<file path="config.mk">
export PLATFORM = sky130hd
export DESIGN_NAME = io_timers
export DESIGN_NICKNAME = d
export VERILOG_FILES = /design/src/rtl/io_timers.sv
export SDC_FILE = /design/constraint.sdc
export NUM_CORES = 1
export LEC_CHECK = 0
export BUFFER_PORTS_ARGS = -buffer_cell sky130_fd_sc_hd__buf_2
export CAP_MARGIN = 15
export CORE_ASPECT_RATIO = 0.9
export CORE_MARGIN = 10
export CORE_UTILIZATION = 45
export CTS_BUF_LIST = sky130_fd_sc_hd__clkbuf_16
export DETAILED_ROUTE_END_ITERATION = 8
export PLACE_DENSITY = 0.7
export SLEW_MARGIN = 20
export SYNTH_ARGS = -nofsm -noshare
export SYNTH_HDL_FRONTEND = slang
export SYNTH_SLANG_ARGS = --single-unit
</file>
<file path="constraint.sdc">
create_clock -name clk -period 4.3 [get_ports clk]
set_input_delay 0.645 -clock clk [delete_from_list [all_inputs] [get_ports clk]]
set_output_delay 0.645 -clock clk [all_outputs]
set_load 0.01 [all_outputs]
</file>
<file path="src/rtl/io_timers.sv">
// io_timers: 64-bit cycle counter with snapshot, millisecond uptime and NCH countdown channels on the j1 IO bus.
// Define IO_TIMERS_WATCHDOG_EN to turn channel 0 into a sticky watchdog that drives wdt_bite.
module io_timers #(
  parameter int unsigned MHZ  = 25,
  parameter int unsigned NCH  = 4,
  parameter logic [15:0] BASE = 16'h1010
) (
  input  logic        clk,
  input  logic        resetq,
  input  logic        io_rd,
  input  logic        io_wr,
  input  logic [15:0] mem_addr,
  input  logic [31:0] dout,
  output logic [31:0] din,
  output logic        irq,
  output logic        tick_ms,
  output logic        wdt_bite
);

  localparam logic [17:0] SUB_LAST = 18'(MHZ * 1000 - 1);
  localparam logic [31:0] HZ       = 32'(MHZ * 1000000);

  logic                 vld_p1;
  logic [15:0]          addr_p1;
  logic [31:0]          data_p1;
  logic [15:0]          woff;
  logic [15:0]          roff;
  logic [63:0]          counter;
  logic [63:0]          snap;
  logic [31:0]          ms;
  logic [17:0]          subms;
  logic [NCH-1:0][31:0] cnt_v;
  logic [NCH-1:0][5:0]  ctrl_v;
  logic [NCH-1:0]       irq_v;
  logic [NCH-1:0]       exp_v;
  logic [31:0]          rd_val;
  logic                 unused_sink;

  assign woff = addr_p1 - BASE;
  assign roff = mem_addr - BASE;

  // p0 -> p1: write strobe, address and data are registered before use
  always_ff @(posedge clk or negedge resetq) begin
    if (!resetq) begin
      vld_p1  <= 1'b0;
      addr_p1 <= '0;
      data_p1 <= '0;
    end else begin
      vld_p1  <= io_wr;
      addr_p1 <= mem_addr;
      data_p1 <= dout;
    end
  end

  // p1: timebase; the snapshot takes the counter value before this cycle's increment
  always_ff @(posedge clk or negedge resetq) begin
    if (!resetq) begin
      counter <= '0;
      snap    <= '0;
      subms   <= '0;
      ms      <= '0;
      tick_ms <= 1'b0;
    end else begin
      counter <= counter + 64'd1;
      if (vld_p1 && (woff == 16'h0000))
        snap <= counter;
      if (subms == SUB_LAST) begin
        subms   <= '0;
        ms      <= ms + 32'd1;
        tick_ms <= 1'b1;
      end else begin
        subms   <= subms + 18'd1;
        tick_ms <= 1'b0;
      end
    end
  end

  for (genvar i = 0; i < NCH; i++) begin : g_ch
`ifdef IO_TIMERS_WATCHDOG_EN
    localparam bit WDT_CH = (i == 0);
`else
    localparam bit WDT_CH = 1'b0;
`endif
    logic [31:0] cnt;
    logic [31:0] rel;
    logic        en;
    logic        per;
    logic        flag;
    logic        ien;
    logic        src;
    logic        wdt;
    logic        w_data;
    logic        w_ctrl;
    logic        tick;
    logic        expire;

    assign w_data = vld_p1 && (woff == 16'(16 + 8 * i));
    assign w_ctrl = vld_p1 && (woff == 16'(20 + 8 * i));
    assign tick   = src ? tick_ms : 1'b1;
    // A data write in the same cycle pre-empts the expiry, so no flag is raised
    assign expire = !w_data && en && tick && (cnt == 32'd1);

    always_ff @(posedge clk or negedge resetq) begin
      if (!resetq) begin
        cnt  <= '0;
        rel  <= '0;
        en   <= 1'b0;
        per  <= 1'b0;
        flag <= 1'b0;
        ien  <= 1'b0;
        src  <= 1'b0;
        wdt  <= 1'b0;
      end else begin
        if (w_data) begin
          cnt <= data_p1;
          rel <= data_p1;
        end else if (en && tick && (cnt != 32'd0)) begin
          cnt <= expire ? (per ? rel : 32'd0) : cnt - 32'd1;
        end
        if (w_ctrl) begin
          en  <= wdt ? (en | data_p1[0]) : data_p1[0];
          per <= data_p1[1];
          ien <= data_p1[3];
          src <= data_p1[4];
          wdt <= WDT_CH & (wdt | data_p1[5]);
        end
        flag <= expire | (flag & !(w_ctrl & data_p1[2]));
      end
    end

    assign cnt_v[i]  = cnt;
    assign ctrl_v[i] = {wdt, src, ien, flag, per, en};
    assign irq_v[i]  = flag & ien;
    assign exp_v[i]  = expire & wdt;
  end

  always_comb begin
    rd_val = '0;
    case (roff)
      16'h0000: rd_val = HZ;
      16'h0004: rd_val = snap[31:0];
      16'h0008: rd_val = snap[63:32];
      16'h000C: rd_val = ms;
      default:  rd_val = '0;
    endcase
    for (int i = 0; i < NCH; i++) begin
      if (roff == 16'(16 + 8 * i)) rd_val = cnt_v[i];
      if (roff == 16'(20 + 8 * i)) rd_val = {26'd0, ctrl_v[i]};
    end
  end

  // p1 -> p2: registered read data and interrupt
  always_ff @(posedge clk or negedge resetq) begin
    if (!resetq) begin
      din <= '0;
      irq <= 1'b0;
    end else begin
      din <= rd_val;
      irq <= |irq_v;
    end
  end

`ifdef IO_TIMERS_WATCHDOG_EN
  logic [4:0] bite_cnt;

  always_ff @(posedge clk or negedge resetq) begin
    if (!resetq)
      bite_cnt <= '0;
    else if (|exp_v)
      bite_cnt <= 5'd16;
    else if (bite_cnt != 5'd0)
      bite_cnt <= bite_cnt - 5'd1;
  end

  assign wdt_bite    = (bite_cnt != 5'd0);
  assign unused_sink = io_rd;
`else
  assign wdt_bite    = 1'b0;
  assign unused_sink = io_rd ^ (|exp_v);
`endif

endmodule

</file>
After elaboration in Yosys (flattened, before gate mapping)
Cells that the tools add are included.
Widths: inputs -> output; s select.
- output and inout bits: 35
- register bits: 537
- logic and storage cells: 166
- input port bits: 52
- reductions and logical operators: 48
- equality and inequality tests: 24
- muxes and demuxes: 31
- bitwise operators: 16
- add/subtract/negate cells: 9
- operator list (operator ; number):
    $mux 32 ; 24
    $eq 16x5->1 const B ; 8
    $eq 16x6->1 const B ; 8
    $eq 32x1->1 const B ; 4
    $pmux 32 s4 ; 1
    $reduce_bool 32->1 ; 4
    $sub 32x1->32 const B ; 4
    $add 64x1->64 const B ; 1
    $add 32x1->32 const B ; 1
    $eq 16x4->1 const B ; 2
    $logic_not 16->1 ; 2
    $sub 16x13->16 const B ; 2
    $logic_and 1x1->1 ; 29
    $add 18x1->18 const B ; 1
    $eq 18x15->1 const B ; 1
    $mux 18 ; 1
    $eq 16x3->1 const B ; 1
    $and 1x1->1 ; 12
    $logic_not 1->1 ; 8
    $reduce_bool 2->1 ; 4
    $mux 1 ; 5
    $or 1x1->1 ; 4
    $reduce_or 4->1 ; 1

Logic depth before layout (Yosys ltp)
- word-level depth: 11
- mapped depth: 11
- depth with buffers taken out: 9

Worst setup path after synthesis
OpenSTA, ideal clock, no wires.
- path type: reg2reg
- start point: register g_ch[0].cnt[18]
- end point: register g_ch[0].cnt[31]
- stages on the path, launching flop included: 9
- setup slack: 1557 ps
- arrival: 2610 ps
- buffers on the path: 1
- clock period less this slack: 2743 ps
- cells stage by stage: dfrtp_1 > or4_1 > buf_2 > or4_4 > or3_4 > o21ai_0 > o31ai_1 > a2111oi_2 > a21oi_1
- word-level cells in the longest chain between the ends: 5
- elaborated cells between the ends (all ways): 9
- RTL lines (element ; RTL line ; source):
    from (decl) ; 84 ; logic [31:0] cnt;
    from (signal assigned) ; 115 ; cnt <= data_p1;
    from (signal assigned) ; 118 ; cnt <= expire ? (per ? rel : 32'd0) : cnt - 32'd1;
    parallel branches: the longest is 5 deep, another holds $sub 32x1->32 ; n/a ;
Parallel ways; which one is timed is not known. The select of a mux whose other input is x is not followed.
A chain may end at the register's enable or synchronous reset.

Final worst setup path
- start point: register g_ch[3].cnt[22]
- end point: register g_ch[3].cnt[19]
- word-level cells in the longest chain between the ends: 5
- elaborated cells between the ends (all ways): 8
- RTL lines (element ; RTL line ; source):
    from (decl) ; 84 ;
    from (signal assigned) ; 115 ;
    from (signal assigned) ; 118 ;
    $eq 32x1->1 ; 101 ; assign expire = !w_data && en && tick && (cnt == 32'd1);
    $logic_and 1x1->1 ; 101 ;
    $mux 32 ; 118 ;
    $mux 32 ; 117 ; end else if (en && tick && (cnt != 32'd0)) begin
    $mux 32 ; 114 ; if (w_data) begin
Parallel ways exist; a longest one is shown, timed or not. The select of a mux whose other input is x is not followed.

==> flow_metrics.env <==
export IMPL_status="finished clean"
export IMPL_ys_types=81
export IMPL_cpMaxStageDelayCell="nor3_1"
export IMPL_numClockSinks=537
export IMPL_crit_path_start_kind="register"
export IMPL_r2r_cells=6
export IMPL_max_freq_mhz=272
export IMPL_synth_area_per_cell_um2=9.55
export IMPL_rr_startpoint="g_ch[3].cnt[22]$_DFFE_PN0P_"
export IMPL_io_buffer_count=84
export IMPL_yosys_area_share_simple_pct=20.8
export IMPL_yosysTopAreaCell="dfrtp_1"
export IMPL_synthesis_nets=2781
export IMPL_total_leakage_power_nw=14.3
export IMPL_detail_route_antenna_nets=0
export IMPL_grt_max_degree=92
export IMPL_setup_viol=0
export IMPL_core_area_um2=57100
export IMPL_post_route_worst_setup_slack_ps=622
export IMPL_rr_endpoint="g_ch[3].cnt[19]$_DFFE_PN0P_"
export IMPL_yosys_warnings=0
export IMPL_drt_wl_total_mm=85.2
export IMPL_crit_arrival_ps=4220
export IMPL_synth_compound_area_share_pct=14.3
export IMPL_synth_area_leaders="dfrtp_1, nand2_1, xnor2_1"
export IMPL_insertion_delay_ps=640
export IMPL_num_antenna_cells=0
export IMPL_slew_viol_final=0
export IMPL_drive_above_1_share_pct=13.0
export IMPL_clock_root_buffer="clkbuf_16"
export IMPL_synth_top_family_by_area="simple AND/OR/NAND/NOR gates"
export IMPL_synthXorXnorAreaFrac_pct=6.21
export IMPL_grt_pass1_vias=21600
export IMPL_drtPass1Iterations=7
export IMPL_h_tree_depth=2
export IMPL_nFillCells=5229
export IMPL_vdd_drop_max_mv=0.298
export IMPL_clkTransAtPathRegs_ps=60
export IMPL_drt_iter0_markers=3018
export IMPL_cp_max_fo=8
export IMPL_power_total_mw=10.3
export IMPL_route_vias_total=22400
export IMPL_worstSetupEndpointType="register"
export IMPL_fin_nets=2864
export IMPL_min_path_type="primary input to asynchronous set/reset pin"
export IMPL_io_pins=87
export IMPL_hold_viol=0
export IMPL_synth_edff_count=0
export IMPL_synth_ff_type="dfrtp_1"
export IMPL_tightest_slew_ps=999
export IMPL_gp_congestion=0.977
export IMPL_rows=83
export IMPL_clock_skew_ps=19.5
export IMPL_avgViaCountPerCell=6.19
export IMPL_cpMostUsedCell="nor3_1"
export IMPL_relSlewSlack_pct=32.7
export IMPL_synthAdderAreaFrac_pct=0.530
export IMPL_post_cts_buffers=0
export IMPL_synthArstFlopShare_pct=100
export IMPL_initial_core_util_pct=45.5
export IMPL_grt_pass1_wl_mm=131
export IMPL_cts_tree="built"
export IMPL_worstSetupPathType="register to register"
export IMPL_antenna_found_initial=4
export IMPL_ys_ff_latch=537
export IMPL_cp_data_required_time_ps=4850
export IMPL_syn_area_um2=26000
export IMPL_wl_per_cell_um=23.6
export IMPL_track_usage_pct=24.8
export IMPL_r2r_setup_slack_ps=620
export IMPL_pre_cts_slack_ps=868
export IMPL_post_route_period_util_pct=85.5
export IMPL_grt_overflow_total=0
export IMPL_dieArea_um2=67700
export IMPL_max_cap_violations=0
export IMPL_synthCells=2718
export IMPL_rsz0062_at_grt="false"
export IMPL_worstPathCellList="nor4_1 > nand4_1 > or3_1 > nor3_1 > a211oi_1 > nor3_1"
export IMPL_min_period_ps=3680
export IMPL_synth_mux_area_share_pct=3.78
export IMPL_dp_hpwl_mm=61.6
export IMPL_die_height_um=248
export IMPL_endpoint="g_ch[3].cnt[19]$_DFFE_PN0P_"
export IMPL_finalSetupTns_ps=0
export IMPL_drc_errors=0
export IMPL_startpoint="g_ch[3].cnt[22]$_DFFE_PN0P_"
export IMPL_areaGrowthSynthToFinish_pct=13.3
export IMPL_cts_resized=0
export IMPL_cts_buffers=56
export IMPL_cts_hold_buf=0
export IMPL_ys_seq_area_share_pct=51.8
export IMPL_yosysTopAreaCellShare_pct=51.8
export IMPL_p_per_area_nw_per_um2=351
export IMPL_cts_max_path_buffers=3
export IMPL_cpPeakStageDelay_ps=810
export IMPL_die_x_um=273
==> layout make-up <==
class | instances | area [µm²] | share of cell area, %
flip-flops and latches | 537 | 13400 | 45.7
clock buffers | 56 | 1400 | 4.76
multi-input cells | 2008 | 11900 | 40.4
inverters | 28 | 105 | 0.357
clock inverters | 48 | 464 | 1.58
well taps | 765 | 957 | 3.25
repair buffers | 170 | 1180 | 4.00
==> cells by family (layout without fill, tap and decap cells) <==
kind of cell,after synthesis,count (layout)
flip-flops,537,537
buffers and inverters,173,302
AO/OA/AOI/OAI,551,551
XOR/XNOR,184,184
other,1,1
multiplexers,88,88
adder cells (fa/ha/maj),11,11
AND/OR/NAND/NOR,1173,1173
==> sequential cells by signal (all words and copies together) (netlist names) <==
register / count
snap: 64
ms: 32
g_ch.rel: 128
counter: 64
data_p1: 32
subms: 18
din: 32
g_ch.flag: 4
irq: 1
g_ch.cnt: 128
g_ch.src: 4
g_ch.en: 4
vld_p1: 1
tick_ms: 1
g_ch.per: 4
addr_p1: 16
g_ch.ien: 4
==> worst max-delay path, delay by kind of cell, from the launching register on <==
kind	cells	cell delay [ps]
DFF	1	450
AOI/OAI and AO/OA	1	200
and+or+nand+nor	5	2930
==> stage by stage <==
step / area [µm²] / hold WS [ps] / util [%] / cells
2_1_floorplan: 26000 / 349 / - / 2718
3_3_place_gp: 27600 / 447 / 48.2 / 3508
3_5_place_dp: 27600 / 456 / 48.2 / 3508
4_1_cts: 29400 / 57.4 / 51.5 / 3612
5_1_grt: 29400 / 85.1 / 51.5 / 3612
6_report: 29400 / 30.8 / 51.5 / 3612
==> routing by layer <==
layer	vias up	part of all wire [%]	global-route usage, %
met1	11100	43	35.6
met4	0	3.9	9.91
li1	9897	-	-
met2	1203	42	35.3
met3	201	11	6.29
met5	-	0	0.142
==> worst min path at each step <==
stage / slack, ps / cells after the start / from / to
3_5_place_dp: 460 / 2 / g_ch[0].rel[29]$_DFFE_PN0P_ / g_ch[0].rel[29]$_DFFE_PN0P_
3_3_place_gp: 450 / 2 / g_ch[0].rel[1]$_DFFE_PN0P_ / g_ch[0].rel[1]$_DFFE_PN0P_
5_1_grt: 90 / 1 / resetq / subms[14]$_DFF_PN0_
2_1_floorplan: 350 / 0 / resetq / addr_p1[0]$_DFF_PN0_
4_1_cts: 60 / 1 / resetq / subms[14]$_DFF_PN0_
6_report: 30 / 1 / resetq / subms[12]$_DFF_PN0_
==> report_power, final <==
part / internal [mW] / switching [mW] / leakage [nW] / total [mW]
clock network: 2.86 / 2.13 / 0.943 / 4.99
registers: 5.08 / 0.0672 / 7.36 / 5.14
logic: 0.0510 / 0.154 / 5.95 / 0.205
==> placed cells by master (no fill, tap or decap), drive strengths merged, types with 30 or more instances in the layout <==
cell type and count:
nand2 588, dfrtp 537, buf 170, nor2 160
o21ai 150, xnor2 115, nand3 111, a21oi 102
mux2 81, nor3 75, xor2 69, clkbuf 56
a22oi 53, nor4 44, nand4 42, inv 42
a221oi 40, and3 38, a222oi 31, or3 30
==> cell usage after synthesis (9+ instances only) <==
library cell  count
nand2_1         588
dfrtp_1         537
nor2_1          158
o21ai_0         140
clkbuf_1        117
xnor2_1         115
nand3_1         111
a21oi_1         102
mux2_2           81
nor3_1           72
xor2_1           69
a22oi_1          53
nor4_1           43
nand4_1          42
a221oi_1         40
and3_1           38
a222oi_1         31
inv_1            28
or3_1            28
o211ai_1         25
o31ai_1          24
a31oi_1          23
a211oi_1         19
buf_2            17
or4_1            16
nor2b_1          12
o22ai_1          12
ha_1             11
a211o_1          10
and2_1           10
and4_1           10
o21ai_1          10
nand2b_1          9
No activity file was read; power rests on OpenSTA's default activity.
